===== config.mk =====
export PLATFORM = sky130hd
export DESIGN_NAME = mem_dma_ctrl_flat
export DESIGN_NICKNAME = d
export VERILOG_FILES = /design/src/rtl/mem_dma_pkg.sv /design/src/rtl/mem_dma_ctrl_if.sv /design/src/rtl/mem_dma_ctrl.sv /design/src/flat_wrapper.sv
export SDC_FILE = /design/constraint.sdc
export NUM_CORES = 1
export LEC_CHECK = 0
export ABC_CLOCK_PERIOD_IN_PS = 2500
export BUFFER_PORTS_ARGS = -buffer_cell sky130_fd_sc_hd__buf_2
export CORE_MARGIN = 1.5
export CORE_UTILIZATION = 43
export CTS_CLUSTER_SIZE = 28
export DETAILED_ROUTE_END_ITERATION = 8
export PLACE_DENSITY = 0.86
export SLEW_MARGIN = 20
export SYNTH_ARGS = -nofsm -noshare
export SYNTH_HDL_FRONTEND = slang
export SYNTH_SLANG_ARGS = --single-unit

===== constraint.sdc =====
create_clock -name clk -period 2.5 [get_ports clk]
set_input_delay 0.25 -clock clk [delete_from_list [all_inputs] [get_ports clk]]
set_output_delay 0.25 -clock clk [all_outputs]
set_load 0.02 [all_outputs]

===== src/rtl/mem_dma_pkg.sv =====
// mem_dma_pkg: shared state encoding, mode constants and default widths
// for the block copy/fill memory controller.
package mem_dma_pkg;
    typedef enum logic [2:0] {IDLE, RD, CAP, WR, DONE} state_t;
    localparam logic MODE_COPY = 1'b0;
    localparam logic MODE_FILL = 1'b1;
    localparam int DMA_DATA_W = 32;
    localparam int DMA_ADDR_W = 32;
    localparam int DMA_MEM_DEPTH = 32;
    localparam int DMA_LEN_W = 6;
endpackage


===== src/rtl/mem_dma_ctrl_if.sv =====
// mem_dma_ctrl_if: request/status and memory-bus signals of the DMA controller.
interface mem_dma_ctrl_if import mem_dma_pkg::*; #(
    parameter int DATA_W = DMA_DATA_W,
    parameter int ADDR_W = DMA_ADDR_W,
    parameter int LEN_W = DMA_LEN_W
);
    logic start, mode, abort, busy, done, mem_flag_read, mem_flag_write;
    logic [ADDR_W-1:0] src_addr, dst_addr, mem_address;
    logic [LEN_W-1:0] length, words_done;
    logic [DATA_W-1:0] fill_value, mem_data_in, mem_data_out;
    modport master (
        input start, mode, src_addr, dst_addr, length, fill_value, abort, mem_data_out,
        output busy, done, words_done, mem_address, mem_data_in, mem_flag_read, mem_flag_write
    );
    modport slave (
        output start, mode, src_addr, dst_addr, length, fill_value, abort, mem_data_out,
        input busy, done, words_done, mem_address, mem_data_in, mem_flag_read, mem_flag_write
    );
endinterface


===== src/rtl/mem_dma_ctrl.sv =====
// mem_dma_ctrl: sequences block copy (read, capture, write per word) or block fill
// (one write per word) against a single-port memory with one-cycle read latency.
module mem_dma_ctrl import mem_dma_pkg::*; #(
    parameter int DATA_W = DMA_DATA_W,
    parameter int ADDR_W = DMA_ADDR_W,
    parameter int MEM_DEPTH = DMA_MEM_DEPTH,
    parameter int LEN_W = DMA_LEN_W
) (
    input logic clk,
    input logic reset,
    mem_dma_ctrl_if.master bus
);
    // Pointers are kept pre-masked so the upper address bits are always zero.
    localparam logic [ADDR_W-1:0] MASK = ADDR_W'(MEM_DEPTH - 1);
    state_t state_q, state_d;
    logic [ADDR_W-1:0] src_q, src_d, dst_q, dst_d;
    logic [LEN_W-1:0] len_q, len_d, cnt_q, cnt_d;
    logic mode_q, mode_d;
    logic [DATA_W-1:0] fill_q, fill_d, buf_q, buf_d;

    always_ff @(posedge clk or posedge reset) begin
        if (reset) begin
            state_q <= IDLE;
            src_q <= '0;
            dst_q <= '0;
            len_q <= '0;
            cnt_q <= '0;
            mode_q <= MODE_COPY;
            fill_q <= '0;
            buf_q <= '0;
        end else begin
            state_q <= state_d;
            src_q <= src_d;
            dst_q <= dst_d;
            len_q <= len_d;
            cnt_q <= cnt_d;
            mode_q <= mode_d;
            fill_q <= fill_d;
            buf_q <= buf_d;
        end
    end

    always_comb begin
        state_d = state_q;
        src_d = src_q;
        dst_d = dst_q;
        len_d = len_q;
        cnt_d = cnt_q;
        mode_d = mode_q;
        fill_d = fill_q;
        buf_d = buf_q;
        case (state_q)
            IDLE: if (bus.start) begin
                src_d = bus.src_addr & MASK;
                dst_d = bus.dst_addr & MASK;
                len_d = bus.length;
                mode_d = bus.mode;
                fill_d = bus.fill_value;
                cnt_d = '0;
                state_d = bus.length == '0 ? DONE : bus.mode == MODE_FILL ? WR : RD;
            end
            RD: state_d = bus.abort ? DONE : CAP;
            CAP: begin
                buf_d = bus.mem_data_out;
                state_d = bus.abort ? DONE : WR;
            end
            WR: begin
                src_d = (src_q + 1'b1) & MASK;
                dst_d = (dst_q + 1'b1) & MASK;
                cnt_d = cnt_q + 1'b1;
                state_d = (bus.abort || cnt_d == len_q) ? DONE : mode_q == MODE_FILL ? WR : RD;
            end
            default: state_d = IDLE;
        endcase
    end

    assign bus.busy = state_q != IDLE;
    assign bus.done = state_q == DONE;
    assign bus.words_done = cnt_q;
    assign bus.mem_flag_read = state_q == RD;
    assign bus.mem_flag_write = state_q == WR;
    assign bus.mem_address = state_q == RD ? src_q : state_q == WR ? dst_q : '0;
    assign bus.mem_data_in = state_q == WR ? (mode_q == MODE_FILL ? fill_q : buf_q) : '0;
endmodule


===== src/flat_wrapper.sv =====
// flat-port wrapper written by rule: the top's interface ports become plain ports
module mem_dma_ctrl_flat import mem_dma_pkg::*;
#(
    parameter int DATA_W = DMA_DATA_W,
    parameter int ADDR_W = DMA_ADDR_W,
    parameter int MEM_DEPTH = DMA_MEM_DEPTH,
    parameter int LEN_W = DMA_LEN_W
)
  (clk, reset, bus_start, bus_mode, bus_src_addr, bus_dst_addr, bus_length, bus_fill_value, bus_abort, bus_mem_data_out, bus_busy, bus_done, bus_words_done, bus_mem_address, bus_mem_data_in, bus_mem_flag_read, bus_mem_flag_write);
  mem_dma_ctrl_if #(.DATA_W(DATA_W), .ADDR_W(ADDR_W), .LEN_W(LEN_W)) bus_i ();
  input logic clk;
  input logic reset;
  input wire logic [$bits(bus_i.start)-1:0] bus_start;
  input wire logic [$bits(bus_i.mode)-1:0] bus_mode;
  input wire logic [$bits(bus_i.src_addr)-1:0] bus_src_addr;
  input wire logic [$bits(bus_i.dst_addr)-1:0] bus_dst_addr;
  input wire logic [$bits(bus_i.length)-1:0] bus_length;
  input wire logic [$bits(bus_i.fill_value)-1:0] bus_fill_value;
  input wire logic [$bits(bus_i.abort)-1:0] bus_abort;
  input wire logic [$bits(bus_i.mem_data_out)-1:0] bus_mem_data_out;
  output wire logic [$bits(bus_i.busy)-1:0] bus_busy;
  output wire logic [$bits(bus_i.done)-1:0] bus_done;
  output wire logic [$bits(bus_i.words_done)-1:0] bus_words_done;
  output wire logic [$bits(bus_i.mem_address)-1:0] bus_mem_address;
  output wire logic [$bits(bus_i.mem_data_in)-1:0] bus_mem_data_in;
  output wire logic [$bits(bus_i.mem_flag_read)-1:0] bus_mem_flag_read;
  output wire logic [$bits(bus_i.mem_flag_write)-1:0] bus_mem_flag_write;
  assign bus_i.start = bus_start;
  assign bus_i.mode = bus_mode;
  assign bus_i.src_addr = bus_src_addr;
  assign bus_i.dst_addr = bus_dst_addr;
  assign bus_i.length = bus_length;
  assign bus_i.fill_value = bus_fill_value;
  assign bus_i.abort = bus_abort;
  assign bus_i.mem_data_out = bus_mem_data_out;
  assign bus_busy = bus_i.busy;
  assign bus_done = bus_i.done;
  assign bus_words_done = bus_i.words_done;
  assign bus_mem_address = bus_i.mem_address;
  assign bus_mem_data_in = bus_i.mem_data_in;
  assign bus_mem_flag_read = bus_i.mem_flag_read;
  assign bus_mem_flag_write = bus_i.mem_flag_write;
  mem_dma_ctrl #(.DATA_W(DATA_W), .ADDR_W(ADDR_W), .MEM_DEPTH(MEM_DEPTH), .LEN_W(LEN_W)) u_core (.clk(clk), .reset(reset), .bus(bus_i));
endmodule

* Word-level counts from Yosys, hierarchy flattened
Index checks and enable logic that the tools add are counted.
** Word-level totals
- Register bits after elaboration :: 144
- Input port bits :: 139
- Output and inout bits :: 74
- Logic and storage cells :: 42
** Operators by class
- Add/subtract/negate cells :: 3
- Equal/unequal tests :: 6
- Muxes and demuxes :: 18
- Reductions and logical operators :: 7
** Operator list (count)
- 2-to-1 mux 32 bit :: 6
- one-hot mux 32 bit (2 select lines) :: 2
- 2-to-1 mux 3 bit :: 5
- one-hot mux 3 bit (4 select lines) :: 1
- one-hot mux 6 bit (2 select lines) :: 1
- adder 5 x 1 -> 5 bit (second input constant) :: 2
- adder 6 x 1 -> 6 bit (second input constant) :: 1
- equality test 3 x 2 -> 1 bit (second input constant) :: 2
- equality test 6 bit :: 1
- logical NOT 6 bit :: 1
- 2-to-1 mux 6 bit :: 1
- 2-to-1 mux 2 bit :: 2
- AND reduction 2 bit :: 2
- equality test 3 x 1 -> 1 bit (second input constant) :: 1
- equality test 3 bit (second input constant) :: 1
- logical NOT 3 bit :: 1
- nonzero test 3 bit :: 1
- != test 2 bit (second input constant) :: 1
- nonzero test 2 bit :: 1
- logical OR 1 bit :: 1

* Depth between registers and ports, before layout
- Depth in word-level cells :: 5
- Mapped depth :: 7

* Worst setup path before layout
OpenSTA, ideal clock, no wires.
- Path type :: flip-flop to output port
- From :: register u_core.state_q[1]
- To :: output port bus_mem_address[2]
- Arrival :: 1785 ps
- Data required time :: 2250 ps
- Path slack :: 465 ps
- Stages on the path, launching flop included :: 5
- Buffers on the path :: 1
- Cells stage by stage :: dfrtp_1 -> buf_2 -> nor3b_1 -> nand2_1 -> o21ai_0
** Between the ends
- Elaborated cells between the ends (all ways) :: 4
** RTL lines
- from (decl) :: line mem_dma_ctrl.sv:15 : state_t state_q, state_d;
- from (signal assigned) :: line mem_dma_ctrl.sv:32 : state_q <= state_d;
- equality test 3 x 1 -> 1 bit
- net bus_mem_flag_read :: line flat_wrapper.sv:26 : output wire logic [$bits(bus_i.mem_flag_read)-1:0] bus_mem_flag_read;
- 2-to-1 mux 32 bit :: line mem_dma_ctrl.sv:82 : assign bus.mem_address = state_q == RD ? src_q : state_q == WR ? dst_q : '0;
- to (decl) :: line flat_wrapper.sv:24 : output wire logic [$bits(bus_i.mem_address)-1:0] bus_mem_address;
The timed path passes the listed nets, and every way through them passes these cells.

* Worst setup path in the final report
- From :: register u_core.state_q[1]
- To :: output port bus_mem_address[2]
** Between the ends
- Longest elaborated chain between the ends :: 3
- Elaborated cells between the ends (all ways) :: 4
** RTL lines (line)
- equality test 3 x 2 -> 1 bit :: mem_dma_ctrl.sv:82
- 2-to-1 mux 32 bit :: mem_dma_ctrl.sv:82
- 2-to-1 mux 32 bit (*) :: mem_dma_ctrl.sv:82
Every way passes the cells marked *; elsewhere a longest branch is shown, timed or not.

==> impl_metrics.tcl <==
set metrics [dict create \
    outcome "completed" \
    clkPwrFrac 0.162 \
    vias 3827 \
    start_util 0.447 \
    worst_slew_margin_rel 0.395 \
    clock-sinks 90 \
    reg2reg_depth 4 \
    insertion_delay_ns 0.35 \
    synth_edf_count 0 \
    startpoint "u_core.state_q[1]" \
    final_util 0.536 \
    yosysSeqAreaShare 0.486 \
    yosysUniqueCellTypes 50 \
    ir_drop_v 0.000507 \
    cts_buffers 9 \
    comb_power_share 0.422 \
    reg2reg_slack_ns 0.50 \
    cts_resized 0 \
    first_pass_iters 4 \
    hpwlAfterDp_mm 8.26 \
    period_minus_slack_ns 2.34 \
    synth-seq-cells 90 \
    slew_violations 0 \
    drt_wl_total_mm 11.3 \
    crit_path_end "bus_mem_address[2]" \
    netlist_area_um2 4630 \
    slowest_stage "nor3b_1" \
    drt_iter0_markers 145 \
    core.rowCount 37 \
    critPathTopFamily "simple AND/OR/NAND/NOR gates" \
    ys_warn_count 0 \
    grt_pass1_wl_mm 18.3 \
    grt_use_total 0.204 \
    die_h_um 107 \
    wl_per_cell_um 14.9 \
    p_leak_nw 2.91 \
    synth_ff_type "dfrtp_1" \
    setup_slack_ns 0.161 \
    worstPathCellList "buf_4 -> nor3b_1 -> nand2_1 -> o21ai_0 -> buf_2" \
    met2_length_mm 5.57 \
    avgSynthCellArea_um2 9.50 \
    grt_max_degree 42 \
    fin_crit_sh 0.936 \
    fin_skew_ns 0.0115 \
    grt_overflow 0 \
    swShare 0.399 \
    synthTopCellsByCount "nand2_1, dfrtp_1, nor2_1" \
    syn_to_final_growth_pct 19.9 \
    ys_top_cells_by_area "dfrtp_1, nand2_1, mux2_2, mux2i_1, buf_4" \
    cp_data_arrival_time_ns 2.09 \
    synth_top_area_share 0.486 \
    critPathKind "reg2out" \
    gp_congestion 0.820 \
    post-place-ws_ns 0.495 \
    worst_pin_slew_ns 0.905 \
    start_kind "flip-flop" \
    finalNetCount 757 \
    htree_num_levels 3 \
    m1WireLength_mm 4.80 \
    clk_pin_slew_ns 0.09 \
    synth_async_sr_flop_share 1.00 \
    avgViaCountPerCell 5.06 \
    r2r-start "u_core.state_q[0]" \
    met3_length_um 739 \
    rsz0062_at_grt "no" \
    switching_power_mw 2.54 \
    holdBufCountCts 0 \
    setup_tns_ns 0 \
    synth_most_common_cell "nand2_1" \
    clockBufferDepth 2 \
    worst_ep_required_time_ns 2.25 \
    diodes 0 \
    drc_errors 0 \
    tritoncts "yes" \
    maxCapViolations 0 \
    seqPwrFrac 0.415 \
    design.portCount 213 \
    synth_cells 488 \
    layout-drive-gt1-share 0.326 \
    end_kind "output pin" \
    powerDensity_nw_per_um2 1150 \
    cp.depth 5 \
    placement.io_buffers 131 \
    worstReg2RegEnd "u_core.fill_q[13]" \
    hold_viol 0 \
    dieArea_um2 11400 \
    die_x_um 107 \
    antenna_found_initial 0 \
    design.core.area_um2 10400 \
    highest_layer "met4" \
    intPower_mw 3.83 \
    holdCritPathClass "in2async" \
    post_cts_buffers 0 \
    max_stage_delay_ns 0.70 \
    fmax_mhz 427 \
    finalPower_mw 6.37 \
    synth_area_leader_cell "dfrtp_1" \
    setup_violations 0 \
    ant_nets 0 \
    grt_pass1_vias 3824 \
    crit_fanout 13 \
    worst-path-buf-inv 2 \
    cts_root_buf "clkbuf_8" \
]
==> how the worst min path moves through the flow <==
stage | cells after the start | slack, ns | to | start
floorplan | 2 | 0.36 | u_core.fill_q[0] | bus_fill_value[0]
global placement | 3 | 0.44 | u_core.fill_q[30] | bus_fill_value[30]
detailed placement | 3 | 0.45 | u_core.fill_q[31] | bus_fill_value[31]
CTS | 3 | 0.07 | u_core.fill_q[6] | bus_fill_value[6]
global route | 3 | 0.07 | u_core.fill_q[30] | bus_fill_value[30]
finish | 2 | 0.07 | u_core.bus.words_done[3] | reset
==> cell type report <==
cell class,instances,area [um^2]
Clock inverter,6,71.3
Clock buffer,10,138
Sequential cell,90,2250
Tap cell,136,170
Timing Repair Buffer,144,778
Inverter,9,37.5
Fill cell,934,4810
Multi-Input combinational cell,361,2110
==> power groups by stage <==
stage          Sequential [mW]  Clock (mW)  Combinational [mW]
2_1_floorplan             2.48           0                2.14
3_3_place_gp              2.60           0                2.58
3_5_place_dp              2.67           0                2.71
4_1_cts                   2.64        1.06                2.72
5_1_grt                   2.72        1.13                2.98
6_report                  2.65        1.03                2.69
==> state kept, by name (all words and copies together) (netlist names) <==
name,count
u_core.fill_q,32
u_core.state_q,3
u_core.bus.words_done,6
u_core.dst_q,5
u_core.len_q,6
u_core.src_q,5
u_core.buf_q,32
u_core.mode_q,1
==> cells by family (layout without fill, tap and decap cells) <==
group,count (synthesis),count (layout),synth area share
multiplexers,64,64,0.147
AO/OA/AOI/OAI,46,46,0.0626
XOR/XNOR,9,9,0.0170
other,1,27,0.000809
adder cells (fa/ha/maj),3,3,0.00810
buffers and inverters,63,169,0.0815
AND/OR/NAND/NOR,212,212,0.197
flip-flops,90,90,0.486
==> layer usage <==
layer,GRT usage,up-vias
li1,-,1818
met1,0.259,1825
met2,0.348,168
met3,0.0468,16
met4,0.0571,0
met5,0,-
==> metrics by stage <==
step	area (um^2)	hold slack [ns]	instances
after floorplan	4740	0.355	514
after global placement	5350	0.441	740
after detailed placement	5350	0.447	740
after CTS	5560	0.0667	756
after global routing	5560	0.0683	756
final	5560	0.0674	756
==> cells in the final DEF (no fill, tap or decap), types with 4 or more instances in the layout <==
| cell | synthesis | final |
|---|---|---|
| xor2_1 | 4 | 4 |
| o21ai_1 | 4 | 4 |
| xnor2_1 | 5 | 5 |
| clkbuf_8 | 0 | 10 |
| nand3_1 | 10 | 10 |
| o22ai_1 | 4 | 4 |
| mux2_2 | 32 | 32 |
| buf_4 | 31 | 11 |
| a21oi_1 | 10 | 10 |
| dfrtp_1 | 90 | 89 |
| o21ai_0 | 10 | 10 |
| nor2_1 | 44 | 44 |
| mux2i_1 | 32 | 32 |
| nand2_1 | 138 | 138 |
| buf_2 | 13 | 131 |
| inv_1 | 8 | 7 |
| conb_1 | 1 | 27 |
Power figures use the tool's default switching activity.
